[src/rtl/seq_mult.sv]
// seq_mult: iterative shift-add multiplier that retires one multiplier bit per clock.
// Signed operands are reduced to magnitudes on entry; the product sign is restored on exit.
module seq_mult #(
  parameter int W = 18
) (
  input  logic           CLK,
  input  logic           RST,
  input  logic           start,
  input  logic           sign_mode,
  input  logic [W-1:0]   dataa,
  input  logic [W-1:0]   datab,
  output logic           busy,
  output logic           done,
  output logic [2*W-1:0] result
);

  localparam int PW = 2 * W;
  localparam int CW = $clog2(W);

  typedef enum logic [1:0] {IDLE, RUN, FINISH} state_t;

  state_t        state_q, state_d;
  logic [W-1:0]  mca_q;
  logic [W-1:0]  mcb_q;
  logic [PW-1:0] acc_q;
  logic [CW-1:0] cnt_q;
  logic          neg_q;
  logic          last_bit;

  // W unsigned bits hold the magnitude of the most negative operand exactly.
  function automatic logic [W-1:0] magnitude(input logic [W-1:0] v, input logic is_signed);
    return (is_signed && v[W-1]) ? (~v + W'(1)) : v;
  endfunction

  function automatic logic [PW-1:0] apply_sign(input logic [PW-1:0] v, input logic neg);
    return neg ? (~v + PW'(1)) : v;
  endfunction

  assign last_bit = (cnt_q == CW'(W - 1));
  assign busy     = (state_q != IDLE);

  always_ff @(posedge CLK or negedge RST) begin
    if (!RST) state_q <= IDLE;
    else      state_q <= state_d;
  end

  always_comb begin
    state_d = state_q;
    case (state_q)
      IDLE:    if (start) state_d = RUN;
      RUN:     if (last_bit) state_d = FINISH;
      FINISH:  state_d = IDLE;
      default: state_d = IDLE;
    endcase
  end

  always_ff @(posedge CLK or negedge RST) begin
    if (!RST) begin
      mca_q  <= '0;
      mcb_q  <= '0;
      acc_q  <= '0;
      cnt_q  <= '0;
      neg_q  <= 1'b0;
      done   <= 1'b0;
      result <= '0;
    end else begin
      done <= 1'b0;
      case (state_q)
        IDLE: begin
          if (start) begin
            mca_q <= magnitude(dataa, sign_mode);
            mcb_q <= magnitude(datab, sign_mode);
            neg_q <= sign_mode & (dataa[W-1] ^ datab[W-1]);
            acc_q <= '0;
            cnt_q <= '0;
          end
        end
        RUN: begin
          if (mcb_q[cnt_q]) acc_q <= acc_q + ({{W{1'b0}}, mca_q} << cnt_q);
          cnt_q <= cnt_q + CW'(1);
        end
        FINISH: begin
          result <= apply_sign(acc_q, neg_q);
          done   <= 1'b1;
        end
        default: ;
      endcase
    end
  end

endmodule

[config.mk]
export PLATFORM = sky130hd
export DESIGN_NAME = seq_mult
export DESIGN_NICKNAME = d
export VERILOG_FILES = /design/src/rtl/seq_mult.sv
export SDC_FILE = /design/constraint.sdc
export NUM_CORES = 1
export LEC_CHECK = 0
export CAP_MARGIN = 0
export CORE_AREA = 2 2 112 168
export DETAILED_ROUTE_END_ITERATION = 10
export DIE_AREA = 0 0 114 170
export PLACE_DENSITY = 0.74
export SLEW_MARGIN = 10
export SYNTH_ARGS = -nofsm -noshare
export SYNTH_HDL_FRONTEND = slang
export SYNTH_SLANG_ARGS = --single-unit
[constraint.sdc]
create_clock -name CLK -period 5.3 [get_ports CLK]
set_clock_uncertainty 0.15 [all_clocks]
set_input_delay 0.795 -clock CLK [delete_from_list [all_inputs] [get_ports CLK]]
set_output_delay 0.795 -clock CLK [all_outputs]
set_load 0.01 [all_outputs]
==> After elaboration in Yosys (flattened, before gate mapping) <==
Cells that the tools add are included.
{ "totals": {"ff_bits": 117, "in_bits": 40, "wordCells": 49, "output_inout_bits": 38} }
{ "classes": {"muxes": 14, "addsub": 5, "reduce_logical": 9, "n_bitwise": 5, "eq_ne": 6, "magnitude_cmp": 1, "shifts": 1} }
{ "op_table": {"columns": ["operator", "n"], "rows": [
  ["two-way mux 36 bit", 3],
  ["one-hot mux 36 bit (2 select lines)", 1],
  ["adder 18 x 1 -> 18 bit, second input constant", 2],
  ["adder 36 x 1 -> 36 bit, second input constant", 1],
  ["adder 36 bit", 1],
  ["two-way mux 18 bit", 2],
  ["inverter 18 bit", 2],
  ["inverter 36 bit", 1],
  ["<< shifter 18 x 5 -> 36 bit", 1],
  ["one-hot mux 5 bit (2 select lines)", 1],
  ["< comparator 5 x 6 -> 1 bit, second input constant", 1],
  ["!= test 2 bit, second input constant", 3],
  ["AND reduction 2 bit", 3],
  ["adder 5 x 1 -> 5 bit, second input constant", 1],
  ["binary-select mux 1 bit (select 5 bit)", 1],
  ["equality test 5 bit, second input constant", 1],
  ["two-way mux 5 bit", 1],
  ["two-way mux 2 bit", 2],
  ["one-hot mux 2 bit (2 select lines)", 1],
  ["nonzero test 2 bit", 2],
  ["AND reduction 3 bit", 1],
  ["equality test 2 x 1 -> 1 bit, second input constant", 1],
  ["equality test 2 bit, second input constant", 1],
  ["logical AND 1 bit", 2],
  ["4 further kinds", 5]
]} }

==> Logic depth before layout (Yosys ltp) <==
Gate-level depths: netlist (run 1).
{ "depth": {"word_depth": 4, "depth_mapped": 20, "mapped_depth_nobuf": 17} }

==> Worst setup path before layout (run 1) <==
No wires, ideal clock.
{ "synth_timing": {"path_kind": "register to register", "start": "reg cnt_q[1]", "end": "reg acc_q[32]", "setup_slack_ps": 925, "required_time_ps": 5017, "synth_period_minus_slack_ps": 4375, "path_buffers": 3, "arrival_time_ps": 4092, "path_stages_with_launch": 19, "setup_ps": 133, "path_cell_list": "dfrtp_1 -> clkbuf_1 -> clkbuf_1 -> buf_1 -> mux2i_1 -> nand2_1 -> o31a_1 -> mux2_2 -> o21ai_0 -> nor2_1 -> ha_1 -> a21oi_1 -> nand2_1 -> a221oi_1 -> o31ai_1 -> o221ai_1 -> o31ai_1 -> xnor2_1 -> o21ai_0"} }
{ "synth_between": {"elab_chain_len": 4, "word_cells_on_any_way": 8, "classes_between": "add/sub: 1; eq/ne: 1; shift: 1; mux: 4; reduce/logical: 1"} }
{ "synth_rtl": {"columns": ["item", "line_no", "text"], "rows": [
  ["from (decl)", "26", "logic [CW-1:0] cnt_q;"],
  ["from (signal assigned)", "80", "cnt_q <= cnt_q + CW'(1);"],
  ["<< shifter 18 x 5 -> 36 bit / binary-select mux 1 bit (select 5 bit) (equally long branches)", "79", "if (mcb_q[cnt_q]) acc_q <= acc_q + ({{W{1'b0}}, mca_q} << cnt_q);"],
  ["adder 36 bit / two-way mux 1 bit (equally long branches)", "79", null],
  ["two-way mux 36 bit / != test 2 bit (equally long branches)", null, null],
  ["one-hot mux 36 bit (2 select lines) / AND reduction 3 bit (equally long branches)", null, null],
  ["to (signal assigned)", "79", null],
  ["to (decl)", "25", "logic [PW-1:0] acc_q;"]
]} }
Parallel ways exist; a longest one is shown, timed or not. The select of a mux whose other input is x is not followed.
A chain may end at the register's enable or synchronous reset.

==> Final worst setup path (run 1) <==
{ "layout_timing": {"start": "reg cnt_q[0]", "end": "reg acc_q[32]"} }
Same word-level chain as after synthesis.

==> flow_summary.toml, run 1 <==
[power]
power_frac_clock_pct = 14.4
p_comb_share_pct = 62.2
p_per_area_mw_per_mm2 = 723.4
p_sw_share_pct = 48.21
switching_power_uw = 3579
p_leak_uw = 0.004423
power_frac_seq_pct = 23.4
intPower_uw = 3844
p_total_uw = 7423
peakVddDrop_mv = 0.3411

[global_routing]
grt.total_usage_pct = 24.00
grt_pass1_wl_mm = 37.25
use_met2_pct = 42.78
busiest_layer = "met2"
grt_overflow_total = 0
grtUsageMet3_pct = 3.953
met1_usage_pct = 26.44
antenna_found_initial = 0
grt_pass1_vias = 7808
grt_start_max_net_pins = 74

[placed_design]
placedInstanceArea_mm2 = 0.009719
io_buffers = 77
pre_cts_slack_ns = 0.6569
post-dp-hpwl_mm = 16.84
place.gp.congestion = 0.9594

[worst_setup_path]
ff2ff_setup_slack_ns = 0.58
cp_max_fo = 15
r2r_end = "acc_q[32]"
end_kind = "flip-flop"
r2r-start = "cnt_q[0]"
slowest_delay_ns = 0.70
slowest_stage = "dfrtp_1"
arrival_ns = 4.83
path_class = "flip-flop to flip-flop"
cp-start-kind = "flip-flop"
crit_chain = "inv_1 -> o31a_1 -> mux2_2 -> o21ai_0 -> nor2_1 -> ha_1 -> nand4_1 -> a21oi_1 -> a221oi_1 -> buf_4 -> o31ai_1 -> o221ai_1 -> o31ai_1 -> xnor2_1 -> o21ai_0"
crit_start = "cnt_q[0]"
reg2reg_depth = 15
worst_ep_required_time_ns = 5.41

[clock_tree]
cts.reportedPaths.clkPinSlew_ns = 0.06
cts_setup_buffers = 0
htree_levels = 4
ctsLongestPathBuffers = 2
numCtsBuffers = 17
tritoncts = "yes"
ctsResizeCount = 0
hold_buffers = 0
clk_latency_ns = 0.42
cts.sinks = 117
root_buffer = "clkbuf_16"

[timing]
post-route-min-period_ns = 4.717
worst_hold_slack_ns = 0.2961
setup_ws_ns = 0.5831
report.final.setup_viol = 0
slew_violations = 0
fmax_mhz = 212.0
rsz0062_at_grt = "false"
final_hold_viol_count = 0
setup_tns_ns = 0
worst_pin_slew_ns = 1.025
period_share_pct = 89.00
relSlewSlack_pct = 31.42

[synth]
ys_seq_area_share_pct = 33.35
synth-simple-area-share_pct = 18.81
synth_commonest_cells = "nand2_1, o21ai_0, dfrtp_1"
synth.distinct_cells = 64
mappedNetlistArea_mm2 = 0.008778
yosys.area_share.adder_pct = 5.929
synth_nets = 1137
syn_area_per_cell_um2 = 8.313
synth_top_area_share_pct = 33.35
yosysMostFrequentCell = "nand2_1"
async_flop_share_pct = 100.0
synth_compound_area_share_pct = 22.59
synthCells = 1056
synth_area_leader_cell = "dfrtp_1"
synth_edf_count = 0
synth_area_leaders = "dfrtp_1, nand2_1, o21ai_0"
yosys_warnings = 0
synth.mux.area_fraction_pct = 6.827
yosys_most_used_dff = "dfrtp_1"
yosys.area_share.xor_xnor_pct = 9.379
synth_top_family_by_area = "compound AO/OA/AOI/OAI gates"
ys_seq_elements = 117

[layout]
num_antenna_cells = 0
multiInputGateArea_mm2 = 0.005583
seq_area_mm2 = 0.002928
syn_to_final_growth_pct = 16.89
stdcell_area_mm2 = 0.01026
n_fill_cell = 1647
nNetsFinal = 1194
layout-drive-gt1-share_pct = 7.105

[route]
viasPerCell = 5.832
vias = 7832
wl_per_cell_um = 16.29
drc = 0
drtIter0Drc = 326
drt_first_pass_iters = 8
drt_wl_total_mm = 21.87
final_antenna_net_count = 0

[die]
die_y_um = 170
start_util_pct = 49.13
num_io_pins = 78
die_area_mm2 = 0.01938
num_rows = 60
fp.dieW_um = 114
core_area_mm2 = 0.01787

[run_status]
status = "complete, no violations"

[job]
maxCapViolCount = 0

[min_path]
hold_class = "primary input to async pin"
[metal layers]
metal  up-vias  routed length (µm)  part of all wire (%)
met4         0                1161                   5.3
met1      3638                8651                    40
met3        64                 876                   4.0
li1       3911                   -                     -
met5         -                   0                     0
met2       219               11180                    51
[per-stage QoR]
step,util [%],std cells
2_1_floorplan,-,1056
4_1_cts,57.43,1343
5_1_grt,57.43,1343
6_report,57.43,1343
3_3_place_gp,54.40,1311
3_5_place_dp,54.40,1311
[area by class of cell]
cell class	count	share of cell area, %
tap	217	2.646
clock inverter	13	1.061
inverter	21	0.7682
timing repair buffer	89	8.365
sequential	117	28.53
multi-input combinational	867	54.41
clock buffer	19	4.219
[cells by family after synthesis]
family,after synthesis
flip-flops,117
XOR/XNOR,94
AO/OA/AOI/OAI,325
multiplexers,46
AND/OR/NAND/NOR,361
adder cells (fa/ha/maj),41
buffers and inverters,72
[how the worst max path moves through the flow]
stage,cells after the start,endpoint,slack [ns]
global placement,15,acc_q[32],0.69
global route,14,acc_q[32],0.20
finish,15,acc_q[32],0.58
CTS,15,acc_q[32],0.63
floorplan,18,acc_q[32],0.93
detailed placement,15,acc_q[32],0.66
[critical path: cells and delay by family (launching register included)]
kind            cells  cell delay, ns
flops               1            0.70
xor+xnor            1            0.14
mux                 1            0.29
buf+inv             2            0.53
fa+ha+maj           1            0.39
simple gates        2            0.23
compound gates      8            2.11
[state kept, by name (all words and copies together) (netlist names)]
| register | count |
|---|---|
| mcb_q | 18 |
| result | 36 |
| neg_q | 1 |
| cnt_q | 5 |
| done | 1 |
| mca_q | 18 |
| state_q | 2 |
| acc_q | 36 |
[power groups by stage]
stage / logic, µW / registers (µW) / clock network [µW]
2_1_floorplan: 3440 / 1600 / 0
3_3_place_gp: 4480 / 1730 / 0
3_5_place_dp: 4570 / 1750 / 0
4_1_cts: 4590 / 1740 / 1090
5_1_grt: 5180 / 1810 / 1130
6_report: 4620 / 1740 / 1070
[cell usage in the layout (no fill, tap or decap), drive strengths merged, types with 19 or more instances in the layout]
| cell type | synthesis | layout |
|---|---|---|
| ha | 40 | 40 |
| clkdlybuf4s50 | 0 | 76 |
| mux2i | 25 | 25 |
| nand2 | 189 | 189 |
| a21oi | 56 | 56 |
| xor2 | 58 | 58 |
| nor2 | 60 | 60 |
| dfrtp | 117 | 117 |
| inv | 20 | 21 |
| clkbuf | 43 | 19 |
| o21ai | 149 | 149 |
| xnor2 | 36 | 36 |
No activity file was read; power rests on OpenSTA's default activity.
==> inputs of run 2 (changes only) <==
--- a/config.mk
+++ b/config.mk
@@ -6,10 +6,10 @@
 export NUM_CORES = 1
 export LEC_CHECK = 0
 export CAP_MARGIN = 0
-export CORE_AREA = 2 2 112 168
+export CORE_AREA = 2 2 124 187
 export DETAILED_ROUTE_END_ITERATION = 10
-export DIE_AREA = 0 0 114 170
-export PLACE_DENSITY = 0.74
+export DIE_AREA = 0 0 126 189
+export PLACE_DENSITY = 0.63
 export SLEW_MARGIN = 10
 export SYNTH_ARGS = -nofsm -noshare
 export SYNTH_HDL_FRONTEND = slang
==> run 2 against run 1 <==
Critical path depth up 1. Global-route usage down 4.3 points. Power up 0.57%. Cell area up 0.96%. Worst hold slack better by 0.029 ns. Largest power group unchanged. First-iteration DRC count up 26%.
==> flow_summary.toml, run 2 (synthesized netlist as in run 1, its figures left out) <==
[layout]
layout-drive-gt1-share_pct = 7.358
num_antenna_cells = 0
final_common_cell = "nand2_1"
nNetsFinal = 1196
reg_top3 = "acc_q (36), result (36)"
syn_to_final_growth_pct = 18.02
stdcell_area_mm2 = 0.01036
multiInputGateArea_mm2 = 0.005583
n_fill_cell = 2266
layout_common_cells = "nand2_1, o21ai_0, dfrtp_1"
seq_area_mm2 = 0.002928
post-route-util_pct = 46.81

[route]
vias = 7633
viasPerCell = 5.437
drt_first_pass_iters = 4
wl_per_cell_um = 16.17
drtIter0Drc = 411
final_antenna_net_count = 0
drc = 0
drt_wl_total_mm = 22.71

[clock_tree]
hold_buffers = 0
ctsLongestPathBuffers = 2
cts_setup_buffers = 0
numCtsBuffers = 17
htree_levels = 4
root_buffer = "clkbuf_16"
tritoncts = "yes"
ctsResizeCount = 0
cts.sinks = 117
cts.reportedPaths.clkPinSlew_ns = 0.06
clk_latency_ns = 0.43

[power]
p_total_uw = 7465
p_per_area_mw_per_mm2 = 720.6
p_leak_uw = 0.004427
peakVddDrop_mv = 0.3757

[die]
fp.dieW_um = 126
num_io_pins = 78
num_rows = 67
core_area_mm2 = 0.02213
die_y_um = 189
die_area_mm2 = 0.02381
start_util_pct = 39.67

[timing]
post-route-min-period_ns = 4.813
report.final.setup_viol = 0
slew_violations = 0
period_share_pct = 90.81
fmax_mhz = 207.8
rsz0062_at_grt = "false"
worst_pin_slew_ns = 1.044
setup_tns_ns = 0
setup_ws_ns = 0.4872
final_hold_viol_count = 0
relSlewSlack_pct = 30.18

[global_routing]
antenna_found_initial = 0
grt_pass1_wl_mm = 38.25
grt_start_max_net_pins = 74
grt_overflow_total = 0
grt.total_usage_pct = 19.67
grt_pass1_vias = 7523

[placed_design]
placedInstanceArea_mm2 = 0.009808
io_buffers = 77
post-dp-hpwl_mm = 17.71
place.gp.congestion = 0.9966
pre_cts_slack_ns = 0.5505

[worst_setup_path]
worst_ep_required_time_ns = 5.41
path_class = "flip-flop to flip-flop"
end_kind = "flip-flop"
cp_max_fo = 23
arrival_ns = 4.92
cp-start-kind = "flip-flop"

[min_path]
hold_class = "flip-flop to flip-flop"

[job]
maxCapViolCount = 0

[run_status]
status = "complete, no violations"
==> run 2: cell count changes in the layout (fill, tap and decap cells not counted), sizes merged <==
cell      before  now
clkinvlp       3    6
clkinv         9    6
buf           13   15
==> run 2: worst paths after layout <==
kind | start | end | slack, ns | cells past startpoint
max | cnt_q[1] | acc_q[32] | 0.49 | 16
max reg2reg | cnt_q[1] | acc_q[32] | 0.49 | 16
min | result[7] | result[7] | 0.33 | 2
max in group asynchronous | RST | result[35] | 4.06 | 2
min reg2reg | result[7] | result[7] | 0.33 | 2
min in group asynchronous | RST | mca_q[2] | 0.35 | 2
==> run 2: per-stage QoR <==
stage | hold slack [ns] | std cells
final | 0.3254 | 1404
after global routing | 0.3533 | 1404
after CTS | 0.3317 | 1404
after detailed placement | 0.3184 | 1372
after global placement | 0.3053 | 1372
after floorplan | 0.2946 | 1056
==> run 2: final cells by class <==
cell class | instances | area share, %
repair buffers | 91 | 8.430
multi-input cells | 867 | 53.89
clock buffers | 19 | 4.275
flip-flops and latches | 117 | 28.26
inverters | 21 | 0.7609
well taps | 276 | 3.333
clock inverters | 13 | 1.051
==> run 2: power by group <==
part | internal (µW) | total (µW) | leakage, µW | switching [µW]
Sequential | 1280 | 1760 | 0.00152 | 482
Clock | 652 | 1090 | 0.000257 | 438
Combinational | 1930 | 4610 | 0.00265 | 2680
Total | 3860 | 7470 | 0.00443 | 3600
==> run 2: per-layer routing <==
| metal | GRT usage [%] | vias to the layer above | wire length [µm] |
|---|---|---|---|
| met5 | 0 | - | 0 |
| met4 | 9.763 | 0 | 901 |
| met3 | 2.600 | 51 | 660 |
| met2 | 35.30 | 159 | 11670 |
| met1 | 22.85 | 3511 | 9474 |
| li1 | - | 3912 | - |
==> run 2: worst max-delay path: stages (launching register included) <==
cell      delay [ns]
dfrtp_1         0.92
mux2i_1         0.35
nand2_1         0.08
o31a_1          0.14
mux2_2          0.28
o21ai_0         0.32
nor2_1          0.10
ha_1            0.41
nand4_1         0.11
a21oi_1         0.14
a221oi_1        0.09
buf_4           0.17
o31ai_1         0.47
o221ai_1        0.31
o31ai_1         0.35
xnor2_1         0.15
o21ai_0         0.08
==> inputs of run 3 (changes only) <==
--- a/config.mk
+++ b/config.mk
@@ -9,6 +9,7 @@
 export CORE_AREA = 2 2 124 187
 export DETAILED_ROUTE_END_ITERATION = 10
 export DIE_AREA = 0 0 126 189
+export MAX_ROUTING_LAYER = met4
 export PLACE_DENSITY = 0.63
 export SLEW_MARGIN = 10
 export SYNTH_ARGS = -nofsm -noshare
==> run 3 against run 2 <==
Global-route usage increased by 1.0 points. Via count increased by 1.0%. Fmax increased by 4.6%. Combinational power increased by 2%. Power increased by 0.95%. Critical path type unchanged. Critical endpoint is now acc_q[31].
==> flow_summary.toml, run 3 (synthesized netlist as in run 1, its figures left out) <==
[global_routing]
grt.total_usage_pct = 20.71
antenna_found_initial = 0
grt_pass1_vias = 7695
grt_pass1_wl_mm = 38.55
grt_start_max_net_pins = 74
grt_overflow_total = 0

[min_path]
min_from = "result[22]"
hold_class = "flip-flop to flip-flop"

[layout]
final_common_cell = "nand2_1"
num_antenna_cells = 0
layout_common_cells = "nand2_1, o21ai_0, dfrtp_1"
nNetsFinal = 1198
syn_to_final_growth_pct = 18.49
layout-drive-gt1-share_pct = 7.434
reg_top3 = "acc_q (36), result (36)"

[worst_setup_path]
r2r-start = "cnt_q[1]"
cp_max_fo = 21
cp-start-kind = "flip-flop"
end_kind = "flip-flop"
worst_ep_required_time_ns = 5.42
path_class = "flip-flop to flip-flop"
crit_start = "cnt_q[1]"
arrival_ns = 4.72

[die]
num_io_pins = 78
die_y_um = 189
start_util_pct = 39.67
core_area_mm2 = 0.02213
die_area_mm2 = 0.02381
num_rows = 67
fp.dieW_um = 126

[route]
drt_first_pass_iters = 4
vias = 7709
wl_per_cell_um = 16.37
drtIter0Drc = 367
drc = 0
drt_wl_total_mm = 23.02
viasPerCell = 5.483
final_antenna_net_count = 0

[clock_tree]
tritoncts = "yes"
cts_setup_buffers = 0
htree_levels = 4
root_buffer = "clkbuf_16"
ctsResizeCount = 0
cts.sinks = 117
cts.reportedPaths.clkPinSlew_ns = 0.06
hold_buffers = 0
numCtsBuffers = 17
ctsLongestPathBuffers = 2
clk_latency_ns = 0.43

[placed_design]
io_buffers = 77
pre_cts_slack_ns = 0.7229
post-dp-hpwl_mm = 17.81
place.gp.congestion = 0.9593

[timing]
final_hold_viol_count = 0
relSlewSlack_pct = 28.91
worst_pin_slew_ns = 1.063
worst_hold_slack_ns = 0.3233
slew_violations = 0
period_share_pct = 86.80
setup_tns_ns = 0
rsz0062_at_grt = "false"
report.final.setup_viol = 0
fmax_mhz = 217.4
post-route-min-period_ns = 4.600
setup_ws_ns = 0.6997

[power]
power_frac_clock_pct = 14.9
p_per_area_mw_per_mm2 = 724.6
p_sw_share_pct = 47.93
peakVddDrop_mv = 0.4559
p_leak_uw = 0.004452
switching_power_uw = 3612
power_frac_seq_pct = 22.8
intPower_uw = 3924
p_comb_share_pct = 62.2

[run_status]
status = "complete, no violations"

[job]
maxCapViolCount = 0
## run 3: cell count changes in the layout (fill, tap and decap cells not counted), sizes merged
| cell | before | now |
|---|---|---|
| bufinv | 1 | 2 |
| buf | 15 | 17 |
| inv | 21 | 20 |
| clkinv | 6 | 7 |
| clkbuf | 19 | 20 |
| clkinvlp | 6 | 4 |
## run 3: through the flow
step | utilization [%] | cells | power (µW) | instance area (µm²)
floorplan | - | 1056 | 5044 | 8778
detailed placement | 44.39 | 1374 | 6415 | 9823
global route | 47.00 | 1406 | 8219 | 10400
global placement | 44.39 | 1374 | 6382 | 9823
CTS | 47.00 | 1406 | 7572 | 10400
finish | 47.00 | 1406 | 7536 | 10400
## run 3: path summary, 6_finish.rpt
kind                       depth (start not counted)          to  slack (ns)
max                                               16   acc_q[31]        0.70
min                                                2  result[22]        0.32
max reg2reg                                       16   acc_q[31]        0.70
min reg2reg                                        2  result[22]        0.32
max in group asynchronous                          2  result[27]        3.53
min in group asynchronous                          1    mca_q[9]        0.34
## run 3: cell type report
cell class | instances | area [µm²]
fill | 2210 | 11730
multi-input combinational | 867 | 5583
sequential | 117 | 2928
timing repair buffer | 93 | 888.4
clock buffer | 20 | 446.7
tap | 276 | 345.3
clock inverter | 12 | 131.4
inverter | 21 | 78.83
## run 3: per-layer routing
| metal | up-vias | wire length [µm] | global-route usage (%) |
|---|---|---|---|
| li1 | 3912 | - | - |
| met4 | 0 | 739 | 9.848 |
| met1 | 3612 | 9516 | 23.19 |
| met3 | 42 | 693 | 2.515 |
| met5 | - | 0 | - |
| met2 | 143 | 12070 | 36.48 |
## run 3: critical path: stages, from the launching register on
cell and delay [ns]:
dfrtp_1 0.37, buf_4 0.28, buf_4 0.28, mux2i_1 0.26, a21oi_1 0.15, mux2_2 0.30
o21ai_0 0.34, o22ai_1 0.15, ha_1 0.41, nand2_1 0.12, nor3_1 0.22, o221ai_1 0.17
a21oi_1 0.31, o21bai_1 0.18, o311ai_0 0.50, xnor2_1 0.17, o21ai_0 0.08
## run 3: power by group through the flow
stage                     Clock [µW]  Sequential (µW)  Combinational (µW)
after global routing            1190             1790                5230
after floorplan                    0             1600                3440
after CTS                       1150             1720                4700
after detailed placement           0             1740                4670
final                           1130             1720                4690
after global placement             0             1720                4660
